==> src/rtl/truth_table_extractor_pkg.sv <==
// Shared types and helpers for the truth-table extractor: FSM state encoding,
// default parameter values and width helpers.
package tt_extract_pkg;

    localparam int unsigned DEF_N_INPUTS      = 3;
    localparam int unsigned DEF_SETTLE_CYCLES = 4;
    localparam int unsigned DEF_SAMPLES       = 3;
    localparam int unsigned DEF_SYNC_STAGES   = 2;

    typedef enum logic [1:0] {
        IDLE,
        SETTLE,
        SAMPLE,
        DONE
    } state_e;

    function automatic int unsigned rows_of(input int unsigned n_inputs);
        return 32'd1 << n_inputs;
    endfunction

    // Width of a counter that runs 0..count-1; never narrower than one bit.
    function automatic int unsigned cnt_width(input int unsigned count);
        return (count < 2) ? 1 : $clog2(count);
    endfunction

endpackage

==> src/rtl/truth_table_extractor_bit_sync.sv <==
// Multi-stage synchronizer bringing the characterized block's output into
// the clk domain; all stages reset asynchronously to 0.
module bit_sync #(
    parameter int unsigned SYNC_STAGES = 2
) (
    input  logic clk,
    input  logic rst_n,
    input  logic d,
    output logic q
);

    logic [SYNC_STAGES-1:0] sync_q;
    logic [SYNC_STAGES-1:0] sync_d;

    always_comb begin
        sync_d[0] = d;
        for (int unsigned i = 1; i < SYNC_STAGES; i++) begin
            sync_d[i] = sync_q[i-1];
        end
    end

    always_ff @(posedge clk or negedge rst_n) begin
        if (!rst_n) begin
            sync_q <= '0;
        end else begin
            sync_q <= sync_d;
        end
    end

    assign q = sync_q[SYNC_STAGES-1];

endmodule

==> src/rtl/truth_table_extractor.sv <==
// Sweeps every input vector of a combinational block, majority-votes its
// settled output per row and assembles the truth-table code (row 0 = MSB).
module truth_table_extractor
    import tt_extract_pkg::*;
#(
    parameter  int unsigned N_INPUTS      = DEF_N_INPUTS,
    parameter  int unsigned SETTLE_CYCLES = DEF_SETTLE_CYCLES,
    parameter  int unsigned SAMPLES       = DEF_SAMPLES,
    parameter  int unsigned SYNC_STAGES   = DEF_SYNC_STAGES,
    localparam int unsigned ROWS          = rows_of(N_INPUTS)
) (
    input  logic                clk,
    input  logic                rst_n,
    input  logic                start,
    input  logic                abort,
    input  logic [ROWS-1:0]     expected_code,
    output logic [N_INPUTS-1:0] dut_in,
    input  logic                dut_out,
    output logic                busy,
    output logic                done,
    output logic [ROWS-1:0]     code,
    output logic                match
);

    localparam int unsigned RW = $clog2(ROWS + 1);
    localparam int unsigned SW = cnt_width(SETTLE_CYCLES);
    localparam int unsigned PW = cnt_width(SAMPLES);
    localparam int unsigned OW = $clog2(SAMPLES + 1);

    if (N_INPUTS < 1) begin : g_bad_inputs
        $error("truth_table_extractor: N_INPUTS must be >= 1");
    end
    if (SYNC_STAGES < 1) begin : g_bad_sync
        $error("truth_table_extractor: SYNC_STAGES must be >= 1");
    end
    if (SETTLE_CYCLES < 1 || SETTLE_CYCLES < SYNC_STAGES) begin : g_bad_settle
        $error("truth_table_extractor: SETTLE_CYCLES must be >= 1 and >= SYNC_STAGES");
    end
    if (SAMPLES < 1 || (SAMPLES % 2) == 0) begin : g_bad_samples
        $error("truth_table_extractor: SAMPLES must be odd and >= 1");
    end

    state_e          state_q,  state_d;
    logic [RW-1:0]   row_q,    row_d;
    logic [SW-1:0]   settle_q, settle_d;
    logic [PW-1:0]   sample_q, sample_d;
    logic [OW-1:0]   ones_q,   ones_d;
    logic [ROWS-1:0] code_q,   code_d;
    logic [ROWS-1:0] exp_q,    exp_d;
    logic            match_q,  match_d;
    logic [OW-1:0]   vote;
    logic            sync_out;

    bit_sync #(
        .SYNC_STAGES(SYNC_STAGES)
    ) u_sync (
        .clk  (clk),
        .rst_n(rst_n),
        .d    (dut_out),
        .q    (sync_out)
    );

    always_comb begin
        state_d  = state_q;
        row_d    = row_q;
        settle_d = settle_q;
        sample_d = sample_q;
        ones_d   = ones_q;
        code_d   = code_q;
        exp_d    = exp_q;
        match_d  = match_q;
        vote     = ones_q + OW'(sync_out);

        if (abort && state_q != IDLE) begin
            // Partial code is kept for debug; only match is withdrawn.
            state_d  = IDLE;
            row_d    = '0;
            settle_d = '0;
            sample_d = '0;
            ones_d   = '0;
            match_d  = 1'b0;
        end else begin
            case (state_q)
                IDLE: begin
                    if (start && !abort) begin
                        exp_d    = expected_code;
                        code_d   = '0;
                        match_d  = 1'b0;
                        row_d    = '0;
                        settle_d = '0;
                        sample_d = '0;
                        ones_d   = '0;
                        state_d  = SETTLE;
                    end
                end
                SETTLE: begin
                    if (settle_q == SW'(SETTLE_CYCLES - 1)) begin
                        settle_d = '0;
                        state_d  = SAMPLE;
                    end else begin
                        settle_d = settle_q + SW'(1);
                    end
                end
                SAMPLE: begin
                    if (sample_q == PW'(SAMPLES - 1)) begin
                        for (int unsigned i = 0; i < ROWS; i++) begin
                            if (row_q == RW'(ROWS - 1 - i)) begin
                                code_d[i] = (vote > OW'(SAMPLES / 2));
                            end
                        end
                        sample_d = '0;
                        ones_d   = '0;
                        if (row_q == RW'(ROWS - 1)) begin
                            match_d = (code_d == exp_q);
                            state_d = DONE;
                        end else begin
                            row_d   = row_q + RW'(1);
                            state_d = SETTLE;
                        end
                    end else begin
                        ones_d   = vote;
                        sample_d = sample_q + PW'(1);
                    end
                end
                DONE: begin
                    row_d   = '0;
                    state_d = IDLE;
                end
                default: begin
                    state_d = IDLE;
                end
            endcase
        end
    end

    always_ff @(posedge clk or negedge rst_n) begin
        if (!rst_n) begin
            state_q  <= IDLE;
            row_q    <= '0;
            settle_q <= '0;
            sample_q <= '0;
            ones_q   <= '0;
            code_q   <= '0;
            exp_q    <= '0;
            match_q  <= 1'b0;
        end else begin
            state_q  <= state_d;
            row_q    <= row_d;
            settle_q <= settle_d;
            sample_q <= sample_d;
            ones_q   <= ones_d;
            code_q   <= code_d;
            exp_q    <= exp_d;
            match_q  <= match_d;
        end
    end

    assign busy   = (state_q == SETTLE) || (state_q == SAMPLE);
    assign done   = (state_q == DONE);
    assign dut_in = busy ? row_q[N_INPUTS-1:0] : '0;
    assign code   = code_q;
    assign match  = match_q;

endmodule

==> config.mk <==
export PLATFORM = sky130hd
export DESIGN_NAME = truth_table_extractor
export DESIGN_NICKNAME = d
export VERILOG_FILES = /design/src/rtl/truth_table_extractor_pkg.sv /design/src/rtl/truth_table_extractor_bit_sync.sv /design/src/rtl/truth_table_extractor.sv
export SDC_FILE = /design/constraint.sdc
export NUM_CORES = 1
export LEC_CHECK = 0
export ABC_AREA = 1
export BUFFER_PORTS_ARGS = -buffer_cell sky130_fd_sc_hd__clkbuf_2
export CORE_UTILIZATION = 56
export DETAILED_ROUTE_END_ITERATION = 6
export GPL_TIMING_DRIVEN = 1
export PLACE_DENSITY = 0.8
export SYNTH_ARGS = -nofsm -noshare
export SYNTH_HDL_FRONTEND = slang
export SYNTH_SLANG_ARGS = --single-unit
==> constraint.sdc <==
create_clock -name clk -period 2.1 [get_ports clk]
set_input_delay 0.42 -clock clk [delete_from_list [all_inputs] [get_ports clk]]
set_output_delay 0.42 -clock clk [all_outputs]
set_load 0.05 [all_outputs]
==> results of run 1 <==
[area by class of cell]
| cell class | count | share of cell area, % |
|---|---|---|
| sequential | 31 | 37.4 |
| tap | 44 | 2.65 |
| clock buffer | 8 | 3.32 |
| inverter | 40 | 7.23 |
| multi-input combinational | 163 | 42.0 |
| timing repair buffer | 29 | 7.47 |
[power by group through the flow]
stage / clock network [mW] / logic (mW) / registers (mW)
5_1_grt: 0.439 / 1.40 / 0.890
4_1_cts: 0.418 / 1.25 / 0.863
6_report: 0.404 / 1.24 / 0.865
3_5_place_dp: 0 / 1.24 / 0.875
3_3_place_gp: 0 / 1.23 / 0.864
2_1_floorplan: 0 / 0.919 / 0.895
[cell usage after synthesis (all sizes together), types with 2 or more instances]
library cell and number:
ha 10, nor3 2, nand2 62, nand3b 2, nand3 22, nor2 20
mux2 2, o21ai 15, inv 39, a21oi 13, dfrtp 31, o22ai 8
[layout by cell type, fill, tap and decap left out, types with 4 or more instances in the layout]
| cell | n |
|---|---|
| clkbuf_4 | 6 |
| nand2_1 | 59 |
| o22ai_1 | 8 |
| a21oi_1 | 12 |
| o21ai_0 | 15 |
| inv_1 | 35 |
| nand3_1 | 22 |
| inv_2 | 4 |
| ha_1 | 10 |
| nor2_1 | 19 |
| clkbuf_2 | 23 |
| dfrtp_1 | 31 |
[flip-flops by register name (all words and copies together) (netlist names)]
name           flops
ones_q             2
state_q            2
u_sync.sync_q      2
code               8
match              1
row_q              4
settle_q           2
exp_q              8
sample_q           2
[final timing paths]
kind,slack (ps),end,from,cells past startpoint
max,80,dut_in[1],state_q[0],5
min,130,code[0],rst_n,1
max reg2reg,200,match,state_q[0],12
min reg2reg,360,u_sync.sync_q[1],u_sync.sync_q[0],0
max in group asynchronous,1470,state_q[0],rst_n,1
min in group clk,190,u_sync.sync_q[0],dut_out,1
[logic make-up after synthesis]
| family | Yosys count | synth area share, % |
|---|---|---|
| and+or+nand+nor | 110 | 26.5 |
| adders and majority gates | 10 | 6.95 |
| muxes | 3 | 1.81 |
| DFF | 31 | 43.1 |
| AOI/OAI and AO/OA | 39 | 12.6 |
| buffers and inverters | 41 | 8.55 |
| xor gates and xnor gates | 1 | 0.487 |
[per-layer routing]
metal  vias to the layer above  track usage (%)  share of wire [%]
li1                        823                -                  -
met1                       715             32.9                 46
met2                        35             42.0                 47
met3                        10             7.03                4.2
met4                         0             12.2                2.6
met5                         -                0                  0
[metrics by stage]
step | cells | instance area, um2 | power, mW
after global routing | 315 | 2080 | 2.73
after detailed placement | 307 | 2000 | 2.12
after floorplan | 235 | 1800 | 1.81
final | 315 | 2080 | 2.51
after CTS | 315 | 2070 | 2.53
after global placement | 307 | 2000 | 2.09
[critical path, cell delays in order, from the launching register on]
cell	delay, ps
dfrtp_1	420
inv_1	100
ha_1	370
nand2_1	70
inv_1	60
buf_2	250
==> impl_metrics.json, run 1 <==
{
  "status": "complete, no violations",
  "rows": 20,
  "fin_crit_ps": 2020,
  "fin_nets": 293,
  "grt_pass1_vias": 1471,
  "clk_latency_ps": 340,
  "antenna_found_initial": 0,
  "grtUsageTotal_pct": 26.1,
  "syn_inst": 235,
  "dr.first_iter.drc_count": 105,
  "synth_top_area_share_pct": 43.1,
  "dpl.hpwl_um": 2880,
  "antenna_cells": 0,
  "holdWs_ps": 128,
  "synth_nets": 258,
  "crit_fanout": 4,
  "internal_power_mw": 1.36,
  "setup_viol": 0,
  "power.switching_mw": 1.15,
  "clock-root-buffer": "clkbuf_4",
  "ys.flop_type": "dfrtp_1",
  "p_leak_nw": 1.09,
  "switching_share_pct": 45.8,
  "dpl_worst_slack_ps": 229,
  "ys_async_sr_fraction_pct": 100,
  "ys_seq_area_share_pct": 43.1,
  "regArea_um2": 776,
  "tightest_slew_ps": 764,
  "final_core_util_pct": 68.0,
  "fin_crit_sh_pct": 96.0,
  "route.detailed.drc": 0,
  "drt-vias-per-instance": 5.03,
  "finalClockSkew_ps": 15.2,
  "drv_slew": 0,
  "grt_pass1_wl_um": 6430,
  "multi_input_area_um2": 871,
  "min_path_type": "input pin to asynchronous set/reset pin",
  "hold_viol_final": 0,
  "h-tree-depth": 2,
  "fin_ws_ps": 84.2,
  "portBuffers": 26,
  "path_class": "flip-flop to output pin",
  "yosysTopAreaCell": "dfrtp_1",
  "power_density_nw_per_um2": 1210,
  "synth_area_leaders": "dfrtp_1 43%, nand2_1 12%, inv_1 7.3%",
  "num-fill-cells": 273,
  "p_clk_share_pct": 16.1,
  "die_h_um": 58.7,
  "ys_ff_latch": 31,
  "first_pass_iters": 4,
  "cts_sinks": 31,
  "ir_drop_mv": 0.807,
  "grt_max_degree": 32,
  "required_ps": 1680,
  "startpoint_type": "flip-flop",
  "gp_congestion": 0.863,
  "die_w_um": 58.7,
  "rsz0062_at_grt": "false",
  "power_frac_comb_pct": 49.5,
  "maxCapViolCount": 0,
  "timing.fmax_mhz": 496,
  "drt_wl_total_um": 3770,
  "yosysUniqueCellTypes": 26,
  "vias": 1583,
  "grt_overflow": 0,
  "cts_buffer_depth": 2,
  "synth-edff-count": 0,
  "routedWlPerCell_um": 12.0,
  "core_um2": 3050,
  "clk_pin_slew_worst_paths_ps": 110,
  "end_kind": "output pin",
  "cts_setup_buffers": 0,
  "syn2layout_area_growth_pct": 15.3,
  "io_pins": 27,
  "cts-buffers-inserted": 5,
  "die_area_um2": 3450,
  "post_cts_resized": 0,
  "start_util_pct": 59.0,
  "cts_tree": "done",
  "ant_nets": 0,
  "p_seq_share_pct": 34.4,
  "avgSynthCellArea_um2": 7.66,
  "ctsHoldBuffers": 0,
  "critPathArrivalTime_ps": 1600,
  "yosys_warnings": 0,
  "layout-drive-gt1-share_pct": 18.1,
  "totalNegativeSetupSlack_ps": 0,
  "syn_area_um2": 1800,
  "maxSlewHeadroom_pct": 49.0
}
Note: power is estimated with default switching activity, not from simulation.
==> run 2, diff against run 1 <==
Settings changed: CORE_MARGIN set to 5.
==> run 2 against run 1 <==
Compared with the run above:
- via count is 2.8% higher
- setup slack better by 16 ps
- critical path type unchanged
- cell area is 0.96% lower
- clock power is 26% lower
==> impl_metrics.json, run 2 (same netlist as run 1, synthesis figures left out) <==
{
  "startpoint_type": "flip-flop",
  "grt_pass1_vias": 1511,
  "crit_fanout": 4,
  "hold_viol_final": 0,
  "min_path_type": "input pin to asynchronous set/reset pin",
  "io_pins": 27,
  "cpMostUsedCell": "inv_1",
  "required_ps": 1680,
  "route.detailed.drc": 0,
  "stdcell_count": 314,
  "core_um2": 3080,
  "cts_tree": "done",
  "cts_buffer_depth": 2,
  "dpl.hpwl_um": 2880,
  "drt-vias-per-instance": 5.18,
  "fin_nets": 294,
  "clk_latency_ps": 330,
  "power_density_nw_per_um2": 1190,
  "crit_buf_inv": 3,
  "tightest_slew_ps": 764,
  "fin_crit_ps": 2000,
  "fin_crit_sh_pct": 95.2,
  "grtUsageTotal_pct": 19.9,
  "num-fill-cells": 289,
  "drv_slew": 0,
  "totalNegativeSetupSlack_ps": 0,
  "grt_overflow": 0,
  "portBuffers": 26,
  "clk_pin_slew_worst_paths_ps": 90,
  "vias": 1627,
  "slowest_delay_ps": 390,
  "routedWlPerCell_um": 12.3,
  "cts_sinks": 31,
  "gp_congestion": 0.844,
  "critical-path-top-delay-family": "buffers and inverters",
  "finalClockSkew_ps": 16.5,
  "dr.first_iter.drc_count": 79,
  "setup_viol": 0,
  "antenna_found_initial": 0,
  "dp.cells": 306,
  "status": "complete, no violations",
  "grt_pass1_wl_um": 6580,
  "die_h_um": 66.7,
  "antenna_cells": 0,
  "first_pass_iters": 4,
  "p_leak_nw": 1.08,
  "ant_nets": 0,
  "final_core_util_pct": 66.8,
  "die_w_um": 66.7,
  "maxSlewHeadroom_pct": 49.1,
  "path_class": "flip-flop to output pin",
  "clock-root-buffer": "clkbuf_4",
  "syn2layout_area_growth_pct": 14.2,
  "h-tree-depth": 2,
  "critPathArrivalTime_ps": 1580,
  "rows": 20,
  "die_area_um2": 4450,
  "grt_max_degree": 32,
  "final_cell_mix": "58 x nand2_1, 35 x inv_1, 31 x dfrtp_1",
  "maxCapViolCount": 0,
  "path_cells": "inv_1 > ha_1 > nand2_1 > inv_1 > clkbuf_2",
  "cts-buffers-inserted": 5,
  "slowest_stage": "dfrtp_1",
  "final_common_cell": "nand2_1",
  "drt_wl_total_um": 3870,
  "ctsHoldBuffers": 0,
  "end_kind": "output pin",
  "layout-drive-gt1-share_pct": 18.1,
  "timing.fmax_mhz": 500,
  "ir_drop_mv": 0.740,
  "start_util_pct": 58.5,
  "fin_ws_ps": 100,
  "dpl_worst_slack_ps": 255
}
[run 2: changes by cell type in the layout (fill, tap and decap cells not counted)]
| cell | before | now |
|---|---|---|
| buf_2 | 2 | 0 |
| buf_4 | 3 | 4 |
| clkbuf_2 | 23 | 26 |
| clkbuf_4 | 6 | 5 |
| clkbuf_8 | 2 | 0 |
| nand2_1 | 59 | 58 |
| nand2_2 | 3 | 4 |
[run 2: worst paths after layout]
| kind | from | cells after the start | to | slack (ps) |
|---|---|---|---|---|
| setup / recovery | state_q[0] | 5 | dut_in[2] | 100 |
| hold / removal | rst_n | 1 | code[2] | 150 |
| setup reg to reg | state_q[0] | 11 | row_q[2] | 170 |
| hold reg to reg | u_sync.sync_q[0] | 0 | u_sync.sync_q[1] | 360 |
| max in group asynchronous | rst_n | 1 | ones_q[1] | 1460 |
| min in group clk | dut_out | 1 | u_sync.sync_q[0] | 210 |
[run 2: worst reg2reg max path, delay by kind of cell, from the launching register on]
family,cells,cell delay [ps]
AND/OR/NAND/NOR,6,770
AO/OA/AOI/OAI,1,150
buffers and inverters,3,270
adder cells (fa/ha/maj),1,270
flip-flops,1,390
[run 2: per-layer routing]
| layer | GRT usage [%] | vias to the layer above | part of all wire, % |
|---|---|---|---|
| met5 | 0 | - | 0 |
| met2 | 31.1 | 45 | 46 |
| met1 | 26.9 | 749 | 47 |
| met3 | 5.56 | 7 | 5.7 |
| li1 | - | 826 | - |
| met4 | 5.33 | 0 | 1.5 |
[run 2: repair_timing]
item,4_1_cts,5_1_grt
resized for setup,0,1
setup endpoints to repair,0,1
setup buffers,0,2
[run 2: area by class of cell]
cell class / count / area [um2] / share of cell area (%)
clock buffers: 6 / 41.3 / 2.01
inverters: 40 / 150 / 7.30
flip-flops and latches: 31 / 776 / 37.7
repair buffers: 30 / 160 / 7.79
multi-input cells: 163 / 873 / 42.5
well taps: 44 / 55.1 / 2.68
[run 2: through the flow]
step	hold WS, ps	cell area [um2]	total power [mW]
floorplan	124	1800	1.81
global placement	346	2000	2.09
detailed placement	346	2000	2.11
CTS	161	2040	2.42
global route	194	2060	2.67
finish	146	2060	2.45
[run 2: power by group]
part / total, mW / internal (mW) / switching [mW] / leakage, nW
Clock: 0.297 / 0.119 / 0.178 / 0.0242
Sequential: 0.860 / 0.753 / 0.107 / 0.398
Combinational: 1.29 / 0.421 / 0.873 / 0.659
Total: 2.45 / 1.29 / 1.16 / 1.08
==> run 3, diff against run 2 <==
Settings changed: ABC_AREA 1 to unset, CORE_UTILIZATION 56 to 57.
==> run 3 against run 2 <==
Compared with the run above:
- die area is 2.7% higher
- worst hold slack worse by 9.2 ps
- clock power is 68% higher
- non-clock buffer count is 2 higher
- critical path depth is 1 lower
- synthesized cell count is 22% lower
- global-route usage is 0.94 points higher
- clock skew is 11 ps lower
- flip-flop and latch count stayed put
- synthesized area is 5.0% higher
- power is 13% higher
- largest power group unchanged
==> impl_metrics.json, run 3 <==
{
  "final_area_um2": 2180,
  "rows": 21,
  "grt_max_degree": 32,
  "ir_drop_mv": 0.696,
  "fin_crit_sh_pct": 95.2,
  "drv_slew": 0,
  "r2r-start": "state_q[0]",
  "synth_top_area_share_pct": 41.0,
  "io_pins": 27,
  "start_util_pct": 57.6,
  "cts_sinks": 31,
  "multi_input_area_um2": 1040,
  "cts_tree": "done",
  "ys_ff_latch": 31,
  "p_leak_nw": 1.06,
  "startpoint_type": "flip-flop",
  "finalClockSkew_ps": 5.12,
  "route.detailed.drc": 0,
  "r2r_cells": 7,
  "regArea_um2": 776,
  "grtUsageTotal_pct": 20.8,
  "ys_seq_area_share_pct": 41.0,
  "antenna_found_initial": 0,
  "vias": 1506,
  "synth_nets": 207,
  "switching_share_pct": 41.9,
  "final_common_cell": "dfrtp_1",
  "grt_pass1_wl_um": 6930,
  "totalNegativeSetupSlack_ps": 0,
  "timing.fmax_mhz": 500,
  "grt_overflow": 0,
  "ctsHoldBuffers": 0,
  "ys_async_sr_fraction_pct": 100,
  "rrSetupSlack_ps": 130,
  "antenna_cells": 0,
  "hold_viol_final": 0,
  "clk_latency_ps": 340,
  "end_kind": "output pin",
  "routedWlPerCell_um": 15.5,
  "internal_power_mw": 1.61,
  "path_class": "flip-flop to output pin",
  "cts_buffer_depth": 2,
  "fin_crit_ps": 2000,
  "syn_area_um2": 1890,
  "critPathArrivalTime_ps": 1580,
  "total_power_mw": 2.77,
  "syn_inst": 184,
  "synth_most_common_cell": "dfrtp_1",
  "p_clk_share_pct": 18.0,
  "tightest_slew_ps": 789,
  "synth_common_cells": "31 x dfrtp_1, 15 x mux2_2, 15 x nand2_1, 13 x a22o_1, 13 x o21ai_0",
  "slowest_delay_ps": 410,
  "dpl.hpwl_um": 3030,
  "die_area_um2": 4570,
  "drt-vias-per-instance": 5.70,
  "required_ps": 1680,
  "yosys_warnings": 0,
  "grt_pass1_vias": 1483,
  "yosysUniqueCellTypes": 42,
  "final_cell_mix": "31 x dfrtp_1, 25 x clkbuf_2, 15 x nand2_1, 15 x mux2_2",
  "die_w_um": 67.6,
  "dpl_worst_slack_ps": 96.4,
  "avgSynthCellArea_um2": 10.3,
  "post_cts_resized": 0,
  "dr.first_iter.drc_count": 117,
  "h-tree-depth": 2,
  "yosysTopAreaCell": "dfrtp_1",
  "ys.flop_type": "dfrtp_1",
  "maxCapViolCount": 0,
  "setup_viol": 0,
  "power.switching_mw": 1.16,
  "holdWs_ps": 137,
  "postPlaceCellArea_um2": 2090,
  "synth_area_leaders": "dfrtp_1 41%, mux2_2 8.9%, ha_1 6.6%",
  "ant_nets": 0,
  "layout-drive-gt1-share_pct": 28.0,
  "status": "complete, no violations",
  "fin_nets": 240,
  "rr_endpoint": "code[2]",
  "maxSlewHeadroom_pct": 47.4,
  "num-fill-cells": 286,
  "p_seq_share_pct": 32.9,
  "cts-buffers-inserted": 5,
  "gp_congestion": 0.883,
  "min_path_type": "input pin to asynchronous set/reset pin",
  "slowest_stage": "dfrtp_1",
  "power_density_nw_per_um2": 1270,
  "path_cells": "inv_1 > ha_2 > and2_1 > clkbuf_2",
  "first_pass_iters": 4,
  "crit_fanout": 4,
  "die_h_um": 67.6,
  "rsz0062_at_grt": "false",
  "portBuffers": 26,
  "syn2layout_area_growth_pct": 15.2,
  "drt_wl_total_um": 4090,
  "cts_setup_buffers": 0,
  "clk_pin_slew_worst_paths_ps": 100,
  "fin_ws_ps": 100,
  "synth-edff-count": 0,
  "power_frac_comb_pct": 49.1,
  "clock-root-buffer": "clkbuf_4",
  "core_um2": 3280
}
-- run 3: changes by cell type after synthesis, moves of 10 or more --
| cell | previous run | this run |
|---|---|---|
| mux2_2 | 2 | 15 |
| xnor2_1 | 0 | 10 |
| nand2_1 | 59 | 15 |
| a22o_1 | 0 | 13 |
| inv_1 | 35 | 11 |
| nor2_1 | 19 | 7 |
| nand3_1 | 22 | 2 |
-- run 3: how the worst max path moves through the flow --
stage | start | endpoint | slack, ps | cells after the start
detailed placement | state_q[1] | code[2] | 100 | 7
floorplan | state_q[0] | dut_in[0] | 160 | 3
finish | state_q[0] | dut_in[2] | 100 | 4
global route | state_q[0] | code[2] | 2 | 7
global placement | state_q[1] | code[4] | 180 | 7
CTS | state_q[0] | code[2] | 80 | 7
-- run 3: power groups by stage --
stage	clock [mW]	combinational, mW	sequential (mW)
global placement	0	1.31	0.916
CTS	0.510	1.35	0.916
global route	0.537	1.50	0.938
detailed placement	0	1.34	0.930
finish	0.498	1.36	0.913
floorplan	0	1.02	0.924
-- run 3: area by class of cell --
type / instances / share of cell area [%]
Clock buffer: 6 / 2.35
Clock inverter: 2 / 1.61
Inverter: 11 / 1.90
Multi-Input combinational cell: 136 / 47.8
Sequential cell: 31 / 35.6
Tap cell: 46 / 2.64
Timing Repair Buffer: 32 / 8.04
-- run 3: layer usage --
| layer | up-vias | global-route usage (%) | wire, um |
|---|---|---|---|
| met1 | 735 | 25.5 | 1750 |
| met3 | 5 | 5.16 | 192 |
| li1 | 732 | - | - |
| met2 | 34 | 35.0 | 2090 |
| met5 | - | 0 | 0 |
| met4 | 0 | 8.10 | 55 |
-- run 3: through the flow --
stage	util, %	cells
2_1_floorplan	-	184
3_3_place_gp	63.6	256
3_5_place_dp	63.6	256
4_1_cts	66.2	264
5_1_grt	66.3	264
6_report	66.3	264
-- run 3: worst max-delay path, delay by kind of cell, from the launching register on --
kind	cells	cell delay [ps]
DFF	1	410
adders and majority gates	1	340
and+or+nand+nor	1	120
buffers and inverters	2	370
-- run 3: kinds of logic after synthesis --
kind of cell | synth area share, %
AOI/OAI and AO/OA | 19.9
buffers and inverters | 3.97
xor gates and xnor gates | 5.96
and+or+nand+nor | 13.0
muxes | 9.46
adders and majority gates | 6.62
DFF | 41.0
